==> src/rtl/shift_pkg.sv <==
`default_nettype none
// ============================================================================
//  Module      : shift_pkg
//  Description : Mode and FSM state encodings for the multi-lane shifter.
//  Revision    : 1.0 - initial release
// ============================================================================
package shift_pkg;

    localparam logic [1:0] MODE_LOGICAL = 2'd0;
    localparam logic [1:0] MODE_ARITH   = 2'd1;
    localparam logic [1:0] MODE_ROTATE  = 2'd2;
    localparam logic [1:0] MODE_FILL    = 2'd3;

    localparam logic [1:0] ST_IDLE  = 2'd0;
    localparam logic [1:0] ST_SHIFT = 2'd1;
    localparam logic [1:0] ST_DONE  = 2'd2;

endpackage
`default_nettype wire

==> src/rtl/shift_lane.sv <==
`default_nettype none
// ============================================================================
//  Module      : shift_lane
//  Description : One lane: data, overflow and count registers, one bit per step.
//  Revision    : 1.0 - initial release
// ============================================================================
module shift_lane
    import shift_pkg::*;
#(
    parameter int WIDTH = 8,
    parameter int AMT_W = 3
) (
    input  logic             clk,
    input  logic             rst,
    input  logic             i_load,
    input  logic             i_step,
    input  logic [WIDTH-1:0] i_operand,
    input  logic [AMT_W-1:0] i_amt,
    input  logic             i_dir,
    input  logic             i_fill,
    input  logic [1:0]       i_mode,
    output logic [WIDTH-1:0] o_data,
    output logic [WIDTH-1:0] o_ovf,
    output logic             o_zero
);

    logic [WIDTH-1:0] r_data;
    logic [WIDTH-1:0] r_ovf;
    logic [AMT_W-1:0] r_cnt;
    logic             r_dir;
    logic             r_fill;

    logic             w_sin;
    logic [WIDTH-1:0] w_data_nxt;
    logic [WIDTH-1:0] w_ovf_nxt;

    // Shift-in bit: ejected bit for rotate, sign for arithmetic right, fill bit for fill.
    always_comb begin
        w_sin = 1'b0;
        if (!r_dir) begin
            case (i_mode)
                MODE_ROTATE: w_sin = r_data[WIDTH-1];
                MODE_FILL:   w_sin = r_fill;
                default:     w_sin = 1'b0;
            endcase
        end else begin
            case (i_mode)
                MODE_ARITH:  w_sin = r_data[WIDTH-1];
                MODE_ROTATE: w_sin = r_data[0];
                MODE_FILL:   w_sin = r_fill;
                default:     w_sin = 1'b0;
            endcase
        end
    end

    always_comb begin
        if (!r_dir) begin
            w_data_nxt = {r_data[WIDTH-2:0], w_sin};
            w_ovf_nxt  = {r_ovf[WIDTH-2:0], r_data[WIDTH-1]};
        end else begin
            w_data_nxt = {w_sin, r_data[WIDTH-1:1]};
            w_ovf_nxt  = {r_data[0], r_ovf[WIDTH-1:1]};
        end
    end

    always_ff @(posedge clk) begin
        if (rst) begin
            r_data <= '0;
            r_ovf  <= '0;
            r_cnt  <= '0;
            r_dir  <= 1'b0;
            r_fill <= 1'b0;
        end else if (i_load) begin
            r_data <= i_operand;
            r_ovf  <= '0;
            r_cnt  <= i_amt;
            r_dir  <= i_dir;
            r_fill <= i_fill;
        end else if (i_step && (r_cnt != '0)) begin
            r_data <= w_data_nxt;
            r_ovf  <= w_ovf_nxt;
            r_cnt  <= r_cnt - AMT_W'(1);
        end
    end

    assign o_data = r_data;
    assign o_ovf  = r_ovf;
    assign o_zero = (r_cnt == '0);

endmodule
`default_nettype wire

==> src/rtl/mxn_shift_seq.sv <==
`default_nettype none
// ============================================================================
//  Module      : mxn_shift_seq
//  Description : SETS independent WIDTH-bit bit-serial shifters behind one FSM.
//  Revision    : 1.0 - initial release
// ============================================================================
module mxn_shift_seq
    import shift_pkg::*;
#(
    parameter int WIDTH = 8,
    parameter int SETS  = 4,
    localparam int AMT_W = $clog2(WIDTH)
) (
    input  logic                    clk,
    input  logic                    rst,
    input  logic                    in_valid,
    output logic                    in_ready,
    input  logic [SETS*WIDTH-1:0]   in_packed,
    input  logic [SETS*AMT_W-1:0]   amt_packed,
    input  logic [SETS-1:0]         dir_packed,
    input  logic [SETS-1:0]         fill_packed,
    input  logic [1:0]              mode,
    output logic                    out_valid,
    input  logic                    out_ready,
    output logic [SETS*WIDTH-1:0]   out_packed,
    output logic [SETS*WIDTH-1:0]   overflow_packed
);

    logic [1:0]      r_state;
    logic [1:0]      w_state_nxt;
    logic [1:0]      r_mode;
    logic            w_load;
    logic            w_step;
    logic [SETS-1:0] w_lane_zero;
    logic            w_all_zero;

    assign w_all_zero = &w_lane_zero;

    always_ff @(posedge clk) begin
        if (rst) begin
            r_state <= ST_IDLE;
        end else begin
            r_state <= w_state_nxt;
        end
    end

    always_comb begin
        w_state_nxt = r_state;
        case (r_state)
            ST_IDLE:  if (in_valid)   w_state_nxt = ST_SHIFT;
            ST_SHIFT: if (w_all_zero) w_state_nxt = ST_DONE;
            ST_DONE:  if (out_ready)  w_state_nxt = ST_IDLE;
            default:                  w_state_nxt = ST_IDLE;
        endcase
    end

    always_comb begin
        in_ready  = (r_state == ST_IDLE) && !rst;
        out_valid = (r_state == ST_DONE);
        w_load    = in_ready && in_valid;
        w_step    = (r_state == ST_SHIFT);
    end

    // Mode is shared by all lanes, so it is captured once here.
    always_ff @(posedge clk) begin
        if (rst) begin
            r_mode <= MODE_LOGICAL;
        end else if (w_load) begin
            r_mode <= mode;
        end
    end

    generate
        for (genvar gi = 0; gi < SETS; gi++) begin : g_lane
            shift_lane #(
                .WIDTH (WIDTH),
                .AMT_W (AMT_W)
            ) u_lane (
                .clk       (clk),
                .rst       (rst),
                .i_load    (w_load),
                .i_step    (w_step),
                .i_operand (in_packed[gi*WIDTH +: WIDTH]),
                .i_amt     (amt_packed[gi*AMT_W +: AMT_W]),
                .i_dir     (dir_packed[gi]),
                .i_fill    (fill_packed[gi]),
                .i_mode    (r_mode),
                .o_data    (out_packed[gi*WIDTH +: WIDTH]),
                .o_ovf     (overflow_packed[gi*WIDTH +: WIDTH]),
                .o_zero    (w_lane_zero[gi])
            );
        end
    endgenerate

endmodule
`default_nettype wire

==> config.mk <==
export PLATFORM = sky130hd
export DESIGN_NAME = mxn_shift_seq
export DESIGN_NICKNAME = d
export VERILOG_FILES = /design/src/rtl/shift_pkg.sv /design/src/rtl/shift_lane.sv /design/src/rtl/mxn_shift_seq.sv
export SDC_FILE = /design/constraint.sdc
export NUM_CORES = 1
export LEC_CHECK = 0
export BUFFER_PORTS_ARGS = -buffer_cell sky130_fd_sc_hd__buf_2
export CAP_MARGIN = 20
export CORE_ASPECT_RATIO = 1.5
export CORE_MARGIN = 10
export CORE_UTILIZATION = 40
export CTS_CLUSTER_DIAMETER = 40
export DETAILED_ROUTE_END_ITERATION = 6
export PLACE_DENSITY = 0.73
export RECOVER_POWER = 50
export REMOVE_ABC_BUFFERS = 1
export SLEW_MARGIN = 20
export SYNTH_ARGS = -nofsm -noshare
export SYNTH_HDL_FRONTEND = slang
export SYNTH_SLANG_ARGS = --single-unit
export TNS_END_PERCENT = 50
==> constraint.sdc <==
create_clock -name clk -period 4.3 [get_ports clk]
set_input_delay 0.645 -clock clk [delete_from_list [all_inputs] [get_ports clk]]
set_output_delay 0.645 -clock clk [all_outputs]
set_load 0.1 [all_outputs]
==> results of run 1 <==
layer usage:
| layer | vias to the layer above | wire (µm) | track usage |
|---|---|---|---|
| li1 | 2010 | - | - |
| met1 | 1993 | 5280 | 0.174 |
| met2 | 95 | 6690 | 0.285 |
| met3 | 15 | 638 | 0.0392 |
| met4 | 0 | 179 | 0.0565 |
| met5 | - | 0 | 0 |
synthesized netlist by cell type, types with 11 or more instances:
library cell,n
nand2_1,45
buf_2,17
a221oi_1,11
a21oi_1,41
clkbuf_1,17
a22oi_1,18
o21ai_0,12
dfxtp_1,88
inv_1,20
mux2i_1,43
nor2_1,59
mux2_2,17
a211oi_1,33
kinds of logic after synthesis:
group,count (synthesis),synth area share
AOI/OAI and AO/OA,142,0.220
DFF,88,0.404
muxes,60,0.143
adders and majority gates,8,0.0230
buffers and inverters,60,0.0600
and+or+nand+nor,143,0.150
how the worst min path moves through the flow:
| stage | from | to | cells past startpoint |
|---|---|---|---|
| after global placement | g_lane[3].u_lane.r_fill | g_lane[3].u_lane.r_fill | 2 |
| after detailed placement | g_lane[2].u_lane.r_fill | g_lane[2].u_lane.r_fill | 2 |
| final | g_lane[2].u_lane.r_fill | g_lane[2].u_lane.r_fill | 2 |
| after CTS | g_lane[2].u_lane.r_fill | g_lane[2].u_lane.r_fill | 2 |
| after global routing | g_lane[3].u_lane.r_fill | g_lane[3].u_lane.r_fill | 2 |
| after floorplan | g_lane[0].u_lane.r_fill | g_lane[0].u_lane.r_fill | 2 |
registers in the layout (all words and copies together) (netlist names):
register and cells:
g_lane.u_lane.o_data 32, r_mode 2, g_lane.u_lane.r_cnt 12, g_lane.u_lane.r_fill 4
g_lane.u_lane.o_ovf 32, g_lane.u_lane.r_dir 4, r_state 2
critical path, stage by stage:
cell and delay [ps]:
clkbuf_1 900, nor3_1 160, buf_2 360
where the power goes:
| group | switching, mW | leakage [nW] | internal [mW] |
|---|---|---|---|
| Sequential | 0.279 | 0.720 | 1.04 |
| Combinational | 1.86 | 0.951 | 0.517 |
| Clock | 0.312 | 0.149 | 0.504 |
cell type report:
| cell class | instances | area [µm²] |
|---|---|---|
| tap | 144 | 180 |
| multi-input combinational | 353 | 2340 |
| fill | 1082 | 5380 |
| inverter | 20 | 75.1 |
| clock buffer | 11 | 233 |
| timing repair buffer | 126 | 557 |
| clock inverter | 4 | 70.1 |
| sequential | 88 | 1760 |
cells in the final DEF (no fill, tap or decap), types with 4 or more instances in the layout:
master	synthesis	layout
a211oi_1	33	33
a22oi_1	18	18
nor2b_1	8	8
mux2i_1	43	43
a31oi_1	6	6
dfxtp_1	88	88
nor2_1	59	59
mux2_2	17	17
clkbuf_16	0	9
clkbuf_1	17	67
a21oi_1	41	41
o21ai_0	12	12
a221oi_1	11	11
o2bb2ai_1	4	4
nand2_1	45	45
nor3_1	10	10
ha_1	8	8
inv_1	20	20
buf_2	17	58
metrics by stage:
stage                     instances  area, µm²  hold WS, ps   util  setup WS, ps
final                           746       5220          484  0.492          1580
after global routing            746       5220          507  0.492          1490
after floorplan                 461       4170          438      -          4.66
after global placement          731       4990          466  0.472          1960
after CTS                       746       5300          484  0.500          1860
after detailed placement        731       4990          476  0.472          1860
==> flow_summary.toml, run 1 <==
[timing]
min_period_ps = 2720
setup_violations = 0
tightest_slew_ps = 1260
tns_ps = 0
timing.fmax_mhz = 368
relSlewSlack = 0.161
drv_slew = 0
period_share = 0.632
rsz0062_at_grt = "false"
skew_ps = 5.50
hold_violations = 0

[setup_path]
reg2reg_slack_ps = 1850
cp-startpoint = "rst"
worstPathRequired_ps = 3650
start_kind = "input port"
r2r_start = "g_lane[0].u_lane.r_cnt[0]"
reg2reg_depth = 7
worst_setup_path_end_kind = "output pin"
arrival_ps = 2070
r2r-end = "g_lane[0].u_lane.r_cnt[2]"
crit_end = "in_ready"
cp_max_fo = 27
path_class = "input port to output pin"

[global_routing]
grt_max_degree = 49
grt_antenna_before_repair = 0
grt_pass1_wl_um = 20500
grt.overflow.total = 0
grt.total_usage = 0.158
grt_pass1_vias = 4080

[yosys]
yosysUniqueCellTypes = 42
synth_warnings = 0
yosysSeqAreaShare = 0.404
synth_top_cell_by_area = "dfxtp_1"
yosys.area.top_type_share = 0.404
syn-mean-instance-area_um2 = 8.70
synth_flop_cell = "dfxtp_1"
synth_edf_count = 0
synth_area_um2 = 4360
synthArstFlopShare = 0
yosys_register_bits = 88
ys_top_cells_by_area = "dfxtp_1, mux2i_1, a211oi_1"
synthCells = 501

[final_layout]
nets = 664
drive_above_1_share = 0.163
area_delta_synth_final_pct = 19.7
diodes = 0

[drt]
via_per_inst = 5.51
first_iter_violations = 242
dr.pass1.iters = 4
wl_per_cell_um = 17.1
route.detailed.drc = 0
routed_wl_um = 12800
ant_nets = 0
via_count = 4113

[min_path]
worst_hold_path_type = "flop to flop"

[clock_tree]
cts_max_level = 3
insertion_delay_ps = 340
cts_resized = 0
cts_sinks = 88
clk_pin_slew_ps = 60
post_cts_buffers = 0
clockBufferDepth = 2
cts_tree = "built"
holdBufCountCts = 0
numCtsBuffers = 9
clockRootBuffer = "clkbuf_16"

[run]
maxCapViolCount = 0

[placed_design]
portBuffers = 123
gp_congestion = 0.773
dpl.hpwl_um = 9190

[floorplan]
start_util = 0.411
die_y_um = 148
design.core.area_um2 = 10600
io-pin-count = 124
dieWidth_um = 105
dieArea_um2 = 15600
std_cell_rows = 46

[power_and_ir_drop]
power_mw = 4.50
power_density_nw_per_um2 = 864
leakage_nw = 1.82
max-vdd-ir-drop_mv = 0.300

[status]
outcome = "finished clean"
No activity file was read; power rests on OpenSTA's default activity.
==> run 2: changes to the inputs <==
PLACE_DENSITY = 0.76   (was 0.73)
clock period = 2.35 ns   (was 4.3 ns; I/O delays follow)
==> run 2 against run 1 <==
  * First-iteration DRC count increased by 10%
  * Sequential cell count unchanged
  * Non-clock buffer count is 8 higher
  * Die area is the same
  * Sequential share of layout area shrank 0.14 points
  * Via count is 0.51% lower
==> flow_summary.toml, run 2 (synthesis results as in run 1) <==
[global_routing]
grt_use_met2 = 0.287
top_usage_layer = "met2"
grt_pass1_wl_um = 21100
grt.overflow.total = 0
grtUsageMet1 = 0.177
grt_pass1_vias = 4194
grt_max_degree = 48
grt.total_usage = 0.165
grt_antenna_before_repair = 3
met3_usage = 0.0479

[clock_tree]
cts_tree = "built"
clk_pin_slew_ps = 60
clockRootBuffer = "clkbuf_16"
cts_max_level = 3
cts_resized = 0
clockBufferDepth = 2
post_cts_buffers = 0
numCtsBuffers = 9
cts_sinks = 88
insertion_delay_ps = 330
holdBufCountCts = 0

[floorplan]
dieWidth_um = 105
start_util = 0.411
io-pin-count = 124
dieArea_um2 = 15600
die_y_um = 148
design.core.area_um2 = 10600
std_cell_rows = 46

[power_and_ir_drop]
max-vdd-ir-drop_mv = 0.484
pwr-share-seq = 0.295
p_clk_frac = 0.161
power_mw = 8.08
p_int_mw = 3.64
switching_share = 0.550
p_sw_mw = 4.45
power_frac_comb = 0.544
power_density_nw_per_um2 = 1540
leakage_nw = 1.85

[drt]
ant_nets = 0
routed_wl_um = 12900
via_per_inst = 5.43
dr.pass1.iters = 4
route.detailed.drc = 0
wl_per_cell_um = 17.2
via_count = 4092
first_iter_violations = 267

[timing]
drv_slew = 0
tightest_slew_ps = 1220
min_period_ps = 2060
relSlewSlack = 0.187
hold_violations = 0
setup_violations = 0
setup_ws_ps = 292
fin_hold_ws_ps = 252
period_share = 0.876
timing.fmax_mhz = 486
rsz0062_at_grt = "false"
skew_ps = 2.97
tns_ps = 0

[setup_path]
max_stage_delay_ps = 910
cp_max_fo = 6
slowest_stage = "clkbuf_1"
crit_buf_inv = 1
path_cells = "clkbuf_1"
path_delay_family = "buffers and inverters"
path_class = "flop to output pin"
start_kind = "flop"
worstPathRequired_ps = 2000
arrival_ps = 1710
worst_setup_path_end_kind = "output pin"

[run]
maxCapViolCount = 0

[placed_design]
gp_congestion = 0.801
place_inst = 739
dpl.hpwl_um = 9640
portBuffers = 123
dpl_cell_area_um2 = 5050
pre_cts_slack_ps = 466

[final_layout]
nets = 672
regArea_um2 = 1760
design_area_um2 = 5240
final_common_cell = "dfxtp_1"
fin_util = 0.494
multi_input_area_um2 = 2340
drive_above_1_share = 0.178
num-fill-cells = 1070
area_delta_synth_final_pct = 20.2
stdcell_count = 754
mostFrequentLayoutCells = "dfxtp_1, clkbuf_1, nor2_1, buf_2, nand2_1"

[min_path]
worst_hold_path_type = "input port to flop"

[status]
outcome = "finished clean"
## run 2: cell types whose count changed in the layout (fill, tap and decap cells not counted), sizes merged
cell / before / now
buf: 61 / 68
clkbuf: 76 / 78
bufinv: 2 / 0
clkinv: 2 / 1
diode: 0 / 2
## run 2: power by group through the flow
stage	clock network [mW]	logic, mW	registers (mW)
floorplan	0	1.67	4.27
global placement	0	4.40	2.37
detailed placement	0	4.48	2.40
CTS	1.33	4.50	2.37
global route	1.39	4.73	2.45
finish	1.30	4.40	2.38
## run 2: final timing paths
kind / from / endpoint / slack, ps / cells past startpoint
max: g_lane[1].u_lane.o_data[7] / out_packed[15] / 290 / 1
min reg2reg: g_lane[2].u_lane.r_fill / g_lane[2].u_lane.r_fill / 480 / 2
min: amt_packed[3] / g_lane[1].u_lane.r_cnt[0] / 250 / 3
max reg2reg: g_lane[3].u_lane.r_cnt[1] / g_lane[3].u_lane.o_ovf[1] / 440 / 7
## run 2: layer usage
metal,share of wire,wire length [µm],vias up
li1,-,-,2022
met1,0.39,5090,1953
met3,0.054,702,23
met4,0.024,312,2
met5,0.0010,13,-
met2,0.53,6820,92
## run 2: final cells by class
cell class	instances	share of cell area
clock inverter	1	0.000956
inverter	20	0.0143
antenna	2	0.000956
sequential	88	0.336
timing repair buffer	134	0.117
multi-input combinational	353	0.447
clock buffer	12	0.0490
tap	144	0.0344
==> run 3: changes to the inputs <==
CTS_BUF_LIST = sky130_fd_sc_hd__clkbuf_2   (was default)
==> run 3 against run 2 <==
  * Clock skew grew 17 ps
  * Sequential power barely moved
  * Critical path depth is 1 higher
  * Clock power decreased by 54%
  * Worst setup slack lost 87 ps
  * Global-route usage is 0.12 points lower
  * Critical path type unchanged
  * Critical endpoint is now out_valid
  * Largest power group unchanged
==> flow_summary.toml, run 3 (synthesis results as in run 1) <==
[floorplan]
start_util = 0.411
io-pin-count = 124
die_y_um = 148
dieArea_um2 = 15600
std_cell_rows = 46
dieWidth_um = 105
design.core.area_um2 = 10600

[placed_design]
dpl_cell_area_um2 = 5050
portBuffers = 123
gp_congestion = 0.801
place_inst = 739
dpl.hpwl_um = 9640

[setup_path]
crit_end = "out_valid"
reg2reg_depth = 4
path_class = "flop to output pin"
cp_max_fo = 9
worst_setup_path_end_kind = "output pin"
start_kind = "flop"
arrival_ps = 1790
worstPathRequired_ps = 2000
cp-startpoint = "r_state[1]"
r2r_start = "r_state[0]"
r2r-end = "g_lane[2].u_lane.o_data[0]"
reg2reg_slack_ps = 330

[timing]
hold_violations = 0
rsz0062_at_grt = "false"
setup_violations = 0
tightest_slew_ps = 982
period_share = 0.913
fin_hold_ws_ps = 29.9
drv_slew = 0
skew_ps = 19.5
min_period_ps = 2140
relSlewSlack = 0.344
timing.fmax_mhz = 466

[clock_tree]
insertion_delay_ps = 560
cts_resized = 0
clockRootBuffer = "clkbuf_2"
cts_max_level = 3
numCtsBuffers = 9
cts_sinks = 88
cts_tree = "built"
clockBufferDepth = 2
post_cts_buffers = 0
holdBufCountCts = 8
clk_pin_slew_ps = 210

[final_layout]
drive_above_1_share = 0.273
stdcell_count = 761
design_area_um2 = 5180
final_common_cell = "dfxtp_1"
area_delta_synth_final_pct = 19.0
nets = 680
mostFrequentLayoutCells = "dfxtp_1, buf_2, nor2_1, clkbuf_2, nand2_1"
num-fill-cells = 1069

[min_path]
worst_hold_path_type = "input port to flop"

[drt]
dr.pass1.iters = 5
route.detailed.drc = 0
routed_wl_um = 12900
ant_nets = 0
first_iter_violations = 240
wl_per_cell_um = 16.9
via_per_inst = 5.39
via_count = 4098

[global_routing]
grt.overflow.total = 0
grt_max_degree = 48
grt_pass1_vias = 4241
grt_antenna_before_repair = 2
grt.total_usage = 0.164
grt_pass1_wl_um = 21100

[status]
outcome = "finished clean"

[run]
maxCapViolCount = 0

[power_and_ir_drop]
power_density_nw_per_um2 = 1430
leakage_nw = 2.02
max-vdd-ir-drop_mv = 0.504
==> run 3: changes by cell type in the layout (fill, tap and decap cells not counted) <==
cell           delta
clkbuf_2         +54
clkbuf_8          -2
nor3b_1           +2
dlygate4sd3_1     +8
clkbuf_16         -9
nor3b_2           -2
diode_2           -1
clkinv_1          +2
clkbuf_1         -64
buf_2            +19
==> run 3: per-stage QoR <==
step / power [mW] / utilization / TNS (ps) / setup slack (ps)
after floorplan: 5.94 / - / -57670 / -1710
after CTS: 7.49 / 0.491 / 0 / 153
final: 7.44 / 0.489 / 0 / 205
after global placement: 6.77 / 0.477 / 0 / 519
after global routing: 7.90 / 0.489 / 0 / 95.2
after detailed placement: 6.88 / 0.477 / 0 / 466
==> run 3: worst max-delay path, stage by stage, from the launching register on <==
cell     delay, ps
dfxtp_1        490
nor2b_1        270
buf_2          480
==> run 3: final cells by class <==
class / instances / area (µm²) / share of cell area
Multi-Input combinational cell: 353 / 2330 / 0.449
Sequential cell: 88 / 1760 / 0.340
Timing Repair Buffer: 142 / 773 / 0.149
Tap cell: 144 / 180 / 0.0348
Inverter: 20 / 75.1 / 0.0145
Clock buffer: 10 / 50.0 / 0.00965
Clock inverter: 3 / 12.5 / 0.00241
Antenna cell: 1 / 2.50 / 0.000483
==> run 3: worst min-delay path by stage <==
stage	startpoint	endpoint	cells after the start
3_3_place_gp	g_lane[3].u_lane.r_fill	g_lane[3].u_lane.r_fill	2
4_1_cts	fill_packed[3]	g_lane[3].u_lane.r_fill	3
6_report	fill_packed[0]	g_lane[0].u_lane.r_fill	3
3_5_place_dp	g_lane[3].u_lane.r_fill	g_lane[3].u_lane.r_fill	2
2_1_floorplan	rst	g_lane[0].u_lane.r_dir	1
5_1_grt	fill_packed[3]	g_lane[3].u_lane.r_fill	3
==> run 3: metal layers <==
metal | track usage | vias up | share of wire
met5 | 0 | - | 0.0010
met4 | 0.0764 | 2 | 0.025
li1 | - | 2027 | -
met3 | 0.0396 | 28 | 0.057
met2 | 0.289 | 107 | 0.52
met1 | 0.179 | 1934 | 0.39
==> run 3: report_power, final <==
part           internal, mW  total [mW]  leakage, nW  switching, mW
clock network         0.118       0.601       0.0486          0.483
registers              1.89        2.37        0.720          0.482
logic                  1.06        4.46         1.25           3.40
total                  3.07        7.44         2.02           4.37
